[src/rtl/csr_trap_ctrl_pkg.sv]
// Shared ISA definitions for the machine-mode CSR path.
// Covers CSR addresses, CSR file operations, SYSTEM instruction kinds and trap causes.
package isa_shared;

    localparam logic [11:0] MSTATUS  = 12'h300;
    localparam logic [11:0] MISA     = 12'h301;
    localparam logic [11:0] MIE      = 12'h304;
    localparam logic [11:0] MTVEC    = 12'h305;
    localparam logic [11:0] MSCRATCH = 12'h340;
    localparam logic [11:0] MEPC     = 12'h341;
    localparam logic [11:0] MCAUSE   = 12'h342;
    localparam logic [11:0] MTVAL    = 12'h343;
    localparam logic [11:0] MIP      = 12'h344;
    localparam logic [11:0] MHARTID  = 12'hF14;

    localparam logic [1:0] CSR_NONE  = 2'd0;
    localparam logic [1:0] CSR_WRITE = 2'd1;
    localparam logic [1:0] CSR_SET   = 2'd2;
    localparam logic [1:0] CSR_CLEAR = 2'd3;

    typedef enum logic [1:0] {
        SYS_CSR    = 2'd0,
        SYS_ECALL  = 2'd1,
        SYS_EBREAK = 2'd2,
        SYS_MRET   = 2'd3
    } sys_kind_t;

    localparam logic [3:0] CAUSE_ILLEGAL    = 4'd2;
    localparam logic [3:0] CAUSE_BREAKPOINT = 4'd3;
    localparam logic [3:0] CAUSE_ECALL_M    = 4'd11;

    localparam int MSTATUS_MIE_BIT  = 3;
    localparam int MSTATUS_MPIE_BIT = 7;
    localparam int MSTATUS_MPP_LO   = 11;
    localparam int MSTATUS_MPP_HI   = 12;

endpackage

[src/rtl/csr_trap_ctrl_access_check.sv]
// Combinational decode of a Zicsr instruction: write intent, legality and CSR file op.
module csr_access_check
    import isa_shared::*;
(
    input  logic [2:0]  funct3,
    input  logic [4:0]  rs1_idx,
    input  logic [11:0] csr_addr,
    output logic        write_intent,
    output logic        illegal,
    output logic [1:0]  op
);

    logic bad_funct3;
    logic read_only;

    // funct3[1:0] already matches the CSR_WRITE/SET/CLEAR encoding; 00 is not a CSR op.
    always_comb begin
        bad_funct3   = (funct3[1:0] == 2'b00);
        read_only    = (csr_addr[11:10] == 2'b11);
        write_intent = (funct3[1:0] == 2'b01) || (rs1_idx != 5'd0);
        illegal      = bad_funct3 || (write_intent && read_only);
        op           = CSR_NONE;
        if (write_intent && !illegal) begin
            op = funct3[1:0];
        end
    end

endmodule

[src/rtl/csr_trap_ctrl.sv]
// Sequencer between decode/execute and the CSR file: CSR accesses, trap entry and MRET.
// Every request finishes with a one-cycle done pulse carrying rd data or a PC redirect.
module csr_trap_ctrl
    import isa_shared::*;
#(
    parameter int DATA_WIDTH = 32
) (
    input  logic                  clk,
    input  logic                  rst_n,
    input  logic                  req_valid,
    output logic                  req_ready,
    input  logic [1:0]            req_kind,
    input  logic [2:0]            req_funct3,
    input  logic [11:0]           req_csr,
    input  logic [4:0]            req_rs1_idx,
    input  logic [DATA_WIDTH-1:0] req_rs1_val,
    input  logic [31:0]           req_instr,
    input  logic [DATA_WIDTH-1:0] req_pc,
    input  logic                  exc_valid,
    input  logic [3:0]            exc_cause,
    input  logic [DATA_WIDTH-1:0] exc_value,
    input  logic [DATA_WIDTH-1:0] exc_pc,
    output logic [11:0]           csr_addr,
    output logic [DATA_WIDTH-1:0] csr_wdata,
    output logic [1:0]            csr_op,
    input  logic [DATA_WIDTH-1:0] csr_rdata,
    output logic                  trap,
    output logic [3:0]            trap_cause,
    output logic [DATA_WIDTH-1:0] trap_value,
    output logic [DATA_WIDTH-1:0] trap_pc,
    input  logic                  trap_handled,
    input  logic [DATA_WIDTH-1:0] trap_target_pc,
    output logic                  done,
    output logic                  rd_we,
    output logic [DATA_WIDTH-1:0] rd_wdata,
    output logic                  redirect,
    output logic [DATA_WIDTH-1:0] redirect_pc
);

    typedef enum logic [2:0] {
        IDLE,
        CSR_EXEC,
        TRAP_REQ,
        TRAP_WAIT,
        MRET_RD,
        MRET_WR,
        MRET_EPC,
        DONE
    } state_t;

    state_t                state_q, state_d;
    logic [11:0]           addr_q, addr_d;
    logic [1:0]            op_q, op_d;
    logic [DATA_WIDTH-1:0] wdata_q, wdata_d;
    logic [4:0]            rd_idx_q, rd_idx_d;
    logic [3:0]            cause_q, cause_d;
    logic [DATA_WIDTH-1:0] tval_q, tval_d;
    logic [DATA_WIDTH-1:0] tpc_q, tpc_d;
    logic                  done_q, done_d;
    logic                  rd_we_q, rd_we_d;
    logic                  redirect_q, redirect_d;
    logic [DATA_WIDTH-1:0] rd_wdata_q, rd_wdata_d;
    logic [DATA_WIDTH-1:0] redirect_pc_q, redirect_pc_d;

    logic                  chk_write_intent;
    logic                  chk_illegal;
    logic [1:0]            chk_op;

    csr_access_check u_access_check (
        .funct3       (req_funct3),
        .rs1_idx      (req_rs1_idx),
        .csr_addr     (req_csr),
        .write_intent (chk_write_intent),
        .illegal      (chk_illegal),
        .op           (chk_op)
    );

    always_ff @(posedge clk or negedge rst_n) begin
        if (!rst_n) begin
            state_q       <= IDLE;
            addr_q        <= '0;
            op_q          <= CSR_NONE;
            wdata_q       <= '0;
            rd_idx_q      <= '0;
            cause_q       <= '0;
            tval_q        <= '0;
            tpc_q         <= '0;
            done_q        <= 1'b0;
            rd_we_q       <= 1'b0;
            redirect_q    <= 1'b0;
            rd_wdata_q    <= '0;
            redirect_pc_q <= '0;
        end else begin
            state_q       <= state_d;
            addr_q        <= addr_d;
            op_q          <= op_d;
            wdata_q       <= wdata_d;
            rd_idx_q      <= rd_idx_d;
            cause_q       <= cause_d;
            tval_q        <= tval_d;
            tpc_q         <= tpc_d;
            done_q        <= done_d;
            rd_we_q       <= rd_we_d;
            redirect_q    <= redirect_d;
            rd_wdata_q    <= rd_wdata_d;
            redirect_pc_q <= redirect_pc_d;
        end
    end

    always_comb begin
        state_d       = state_q;
        addr_d        = addr_q;
        op_d          = op_q;
        wdata_d       = wdata_q;
        rd_idx_d      = rd_idx_q;
        cause_d       = cause_q;
        tval_d        = tval_q;
        tpc_d         = tpc_q;
        done_d        = 1'b0;
        rd_we_d       = 1'b0;
        redirect_d    = 1'b0;
        rd_wdata_d    = rd_wdata_q;
        redirect_pc_d = redirect_pc_q;

        req_ready     = (state_q == IDLE) && !exc_valid;
        csr_addr      = '0;
        csr_op        = CSR_NONE;
        csr_wdata     = '0;
        trap          = 1'b0;
        trap_cause    = '0;
        trap_value    = '0;
        trap_pc       = '0;

        unique case (state_q)
            IDLE: begin
                if (exc_valid) begin
                    cause_d = exc_cause;
                    tval_d  = exc_value;
                    tpc_d   = exc_pc;
                    state_d = TRAP_REQ;
                end else if (req_valid) begin
                    tpc_d  = req_pc;
                    tval_d = '0;
                    unique case (sys_kind_t'(req_kind))
                        SYS_CSR: begin
                            if (chk_illegal) begin
                                cause_d = CAUSE_ILLEGAL;
                                tval_d  = DATA_WIDTH'(req_instr);
                                state_d = TRAP_REQ;
                            end else begin
                                addr_d   = req_csr;
                                op_d     = chk_op;
                                wdata_d  = '0;
                                if (chk_write_intent) begin
                                    wdata_d = req_funct3[2] ? DATA_WIDTH'(req_rs1_idx) : req_rs1_val;
                                end
                                rd_idx_d = req_instr[11:7];
                                state_d  = CSR_EXEC;
                            end
                        end
                        SYS_ECALL: begin
                            cause_d = CAUSE_ECALL_M;
                            state_d = TRAP_REQ;
                        end
                        SYS_EBREAK: begin
                            cause_d = CAUSE_BREAKPOINT;
                            state_d = TRAP_REQ;
                        end
                        default: state_d = MRET_RD;
                    endcase
                end
            end
            // The CSR file applies csr_op on every cycle it is held, so this state lasts one cycle.
            CSR_EXEC: begin
                csr_addr   = addr_q;
                csr_op     = op_q;
                csr_wdata  = wdata_q;
                rd_wdata_d = csr_rdata;
                rd_we_d    = (rd_idx_q != 5'd0);
                done_d     = 1'b1;
                state_d    = DONE;
            end
            TRAP_REQ: begin
                trap       = 1'b1;
                trap_cause = cause_q;
                trap_value = tval_q;
                trap_pc    = tpc_q;
                state_d    = TRAP_WAIT;
            end
            TRAP_WAIT: begin
                if (trap_handled) begin
                    redirect_pc_d = trap_target_pc;
                    done_d        = 1'b1;
                    redirect_d    = 1'b1;
                    state_d       = DONE;
                end
            end
            MRET_RD: begin
                csr_addr                  = MSTATUS;
                wdata_d                   = csr_rdata;
                wdata_d[MSTATUS_MIE_BIT]  = csr_rdata[MSTATUS_MPIE_BIT];
                wdata_d[MSTATUS_MPIE_BIT] = 1'b1;
                wdata_d[MSTATUS_MPP_HI:MSTATUS_MPP_LO] = 2'b11;
                state_d                   = MRET_WR;
            end
            MRET_WR: begin
                csr_addr  = MSTATUS;
                csr_op    = CSR_WRITE;
                csr_wdata = wdata_q;
                state_d   = MRET_EPC;
            end
            MRET_EPC: begin
                csr_addr      = MEPC;
                redirect_pc_d = csr_rdata & ~DATA_WIDTH'(3);
                done_d        = 1'b1;
                redirect_d    = 1'b1;
                state_d       = DONE;
            end
            DONE: begin
                state_d = IDLE;
            end
            default: begin
                state_d = IDLE;
            end
        endcase
    end

    assign done        = done_q;
    assign rd_we       = rd_we_q;
    assign rd_wdata    = rd_wdata_q;
    assign redirect    = redirect_q;
    assign redirect_pc = redirect_pc_q;

endmodule

[config.mk]
export PLATFORM = sky130hd
export DESIGN_NAME = csr_trap_ctrl
export DESIGN_NICKNAME = d
export VERILOG_FILES = /design/src/rtl/csr_trap_ctrl_pkg.sv /design/src/rtl/csr_trap_ctrl_access_check.sv /design/src/rtl/csr_trap_ctrl.sv
export SDC_FILE = /design/constraint.sdc
export NUM_CORES = 1
export LEC_CHECK = 0
export CAP_MARGIN = 40
export CORE_MARGIN = 8
export CORE_UTILIZATION = 28
export CTS_BUF_LIST = sky130_fd_sc_hd__clkbuf_4 sky130_fd_sc_hd__clkbuf_8
export CTS_CLUSTER_DIAMETER = 200
export DETAILED_ROUTE_END_ITERATION = 12
export RECOVER_POWER = 25
export SYNTH_ARGS = -nofsm -noshare
export SYNTH_HDL_FRONTEND = slang
export SYNTH_SLANG_ARGS = --single-unit
[constraint.sdc]
create_clock -name clk -period 2.4 [get_ports clk]
set_clock_uncertainty 0.05 [all_clocks]
set_input_delay 0.24 -clock clk [delete_from_list [all_inputs] [get_ports clk]]
set_output_delay 0.24 -clock clk [all_outputs]
set_load 0.005 [all_outputs]
==> run metrics <==
status finished, violations left; failing checks capacitance limit, slew limit; Place WS -0.07567 ns; Slew @ Worst Pin 1.507 ns; Clock Path Buffers 2; die area 38390 sq um; Synth Register Bits 189; Post-DP Area 14230 sq um; GPL Wtd Cong 0.7944; antenna violations before repair 7; Initial Util between 20 and 30%; Core Area 32210 sq um; peak supply drop about 0.47 mV; Die Y roughly 200 um; CTS root buffer clkbuf_8; share of cells above drive strength 1 between 10% and 20%; H-tree depth 4; Post-synth EDFFs 0; Tcrit/Tclk final 96.29%; synth top area cells dfrtp_1, and2_1, nand2_1; Max-Cap Viols 1; IO Port Bufs 437; Arr. time, crit path 2.02 ns; row count 66; Synthesized Nets 1181; asr flop ratio synth 100.0%; Inserted Clock Buffers 17; clock transition at the registers of the reported paths 0.10 ns; final routed DRC violation total 0; Final HPWL DP 29170 um; x dimension of the die 195.9 um; drt first pass iters 4; worst min path class in2reg; dominant synthesized flop cell dfrtp_1; via count between 8000 and 9000; FMAX 0.4327 GHz; Slew HR -0.4621%; CTS sink count 189; vias in the first global route 8915; Synth area leader dfrtp_1; fin area 14880 sq um; Setup CP Type reg2out; leakage 7.266 nW; sequential-to-total area share from yosys stat 52.17%; power after layout roughly 14 mW; final-report hold violation count 0; synthesized instance count 922; grt ovf 0; initial DRC count 430; drt wl/cell between 20 and 25 um; max-slew violations 50; fin worst setup slack 0.08913 ns; Setup violations, final 0; ANT nets after route 0; first-pass GRT wire length 57450 um; Mapped Area 9065 sq um; synth unique cells 47; Synth warnings 0; Startpoint Class flop; Avg Cell Area, Syn 9.832 sq um; overall routed net length around 39000 um; clock latency on the worst-skew pair 0.47 ns; Pwr Density 934.4 nW/um^2; minimum clock period 2.311 ns; fillcell total ~3100; layout overhead on the synthesized area 64.10%; Global Route Usage Sum around 20%; I/O pin count 438; WP data required 2.11 ns; largest net degree at the start of global routing 67; vias per inst 4.771; Synth top area share 52.17%; CTS tree built; Worst Setup End Kind output pin; nets@finish 1636; Critical Path Fanout Max 10
cell usage in the layout (no fill, tap or decap), types with 4 or more instances in the layout:
cell / count
mux2i_1: 37
o221ai_1: 5
a21oi_1: 34
and3_1: 32
o21ai_0: 37
o22ai_1: 51
ha_1: 4
o211ai_1: 5
mux2_2: 21
inv_1: 39
buf_12: 14
and2_1: 107
a2bb2oi_1: 24
inv_8: 6
nand2_1: 174
dlygate4sd2_1: 65
a31oi_1: 5
dlymetal6s2s_1: 16
a221o_1: 32
dfrtp_1: 187
clkdlybuf4s50_1: 352
nor2_1: 10
clkbuf_8: 17
inv_6: 4
diode_2: 4
buf_4: 48
cells in the mapped netlist (5+ instances only):
cell / n
a221o_1: 32
o211ai_1: 5
mux2i_1: 37
o22ai_1: 51
mux2_2: 21
nand2_1: 175
clkbuf_1: 56
nor2_1: 10
buf_2: 8
and2_1: 109
inv_1: 39
a2bb2oi_1: 24
nor2b_1: 5
dfrtp_1: 189
o21ai_0: 37
a31oi_1: 5
o221ai_1: 5
and3_1: 32
buf_1: 5
a21oi_1: 35
flip-flops by register name, summed over array words and instances, names as in the netlist, 3 cells and up:
name and cells:
tpc_q 32, wdata_q 32, tval_q 32, cause_q 4, redirect_pc 32, rd_wdata 32
addr_q 12, rd_idx_q 5, state_q 3
metrics by stage:
step	hold slack, ns	TNS (ns)	instances	util, %
2_1_floorplan	-0.1056	0	922	-
3_3_place_gp	0.1930	-0.02634	1743	44.18
3_5_place_dp	0.1973	-0.1570	1743	44.18
4_1_cts	0.1325	-1.034	1780	45.44
5_1_grt	0.1884	-0.01244	1801	46.18
6_report	0.1828	0	1802	46.19
where the power goes:
| part | internal (mW) | switching (mW) | leakage [nW] |
|---|---|---|---|
| Combinational | 3.59 | 2.78 | 4.77 |
| Clock | 0.884 | 1.36 | 0.203 |
| Sequential | 4.55 | 0.736 | 2.30 |
| Total | 9.03 | 4.87 | 7.27 |
final cells by class:
| type | instances | area [sq um] | area share, % |
|---|---|---|---|
| antenna | 4 | 10.01 | 0.06729 |
| tap | 408 | 510.5 | 3.432 |
| timing repair buffer | 506 | 5076 | 34.12 |
| multi-input combinational | 624 | 4000 | 26.89 |
| sequential | 189 | 4732 | 31.81 |
| clock inverter | 15 | 166.4 | 1.119 |
| inverter | 39 | 146.4 | 0.9841 |
| clock buffer | 17 | 234.0 | 1.573 |
kinds of logic (layout without fill, tap and decap cells):
logic type	Yosys count	after routing	share of synthesized area (%)
muxes	58	58	6.694
other	0	4	0
and+or+nand+nor	353	353	19.77
AOI/OAI and AO/OA	209	209	16.15
adders and majority gates	4	4	0.5521
DFF	189	189	52.17
buffers and inverters	109	577	4.665
worst paths after layout:
check / slack (ns) / depth (start not counted) / startpoint / endpoint
setup / recovery: 0.09 / 7 / state_q[1] / trap_pc[6]
hold reg to reg: 0.43 / 2 / tpc_q[7] / tpc_q[7]
setup reg to reg: 0.37 / 6 / state_q[1] / wdata_q[1]
min in group asynchronous: 0.61 / 2 / rst_n / tval_q[15]
hold / removal: 0.18 / 2 / exc_valid / cause_q[2]
max in group asynchronous: 0.41 / 3 / rst_n / redirect_pc[4]
repair_timing:
action	CTS	global route
hold buffers	1	0
pin swaps	0	1
resized for setup	78	21
hold endpoints to repair	48	0
buffers inserted	4	15
gates cloned	0	3
endpoints found under the setup margin	115	48
metal layers:
layer	up-vias	GRT usage [%]	routed length, um
met5	-	0	55
met4	8	6.261	681
met3	35	5.312	2326
met2	237	32.46	19550
met1	4192	24.28	16420
li1	4125	-	-
critical path: stages, from the launching register on:
cell             delay [ns]
dfrtp_2                0.47
nor3b_4                0.17
buf_4                  0.15
buf_12                 0.13
buf_4                  0.13
buf_4                  0.12
and2_1                 0.14
clkdlybuf4s15_1        0.24
No activity file was read; power rests on OpenSTA's default activity.
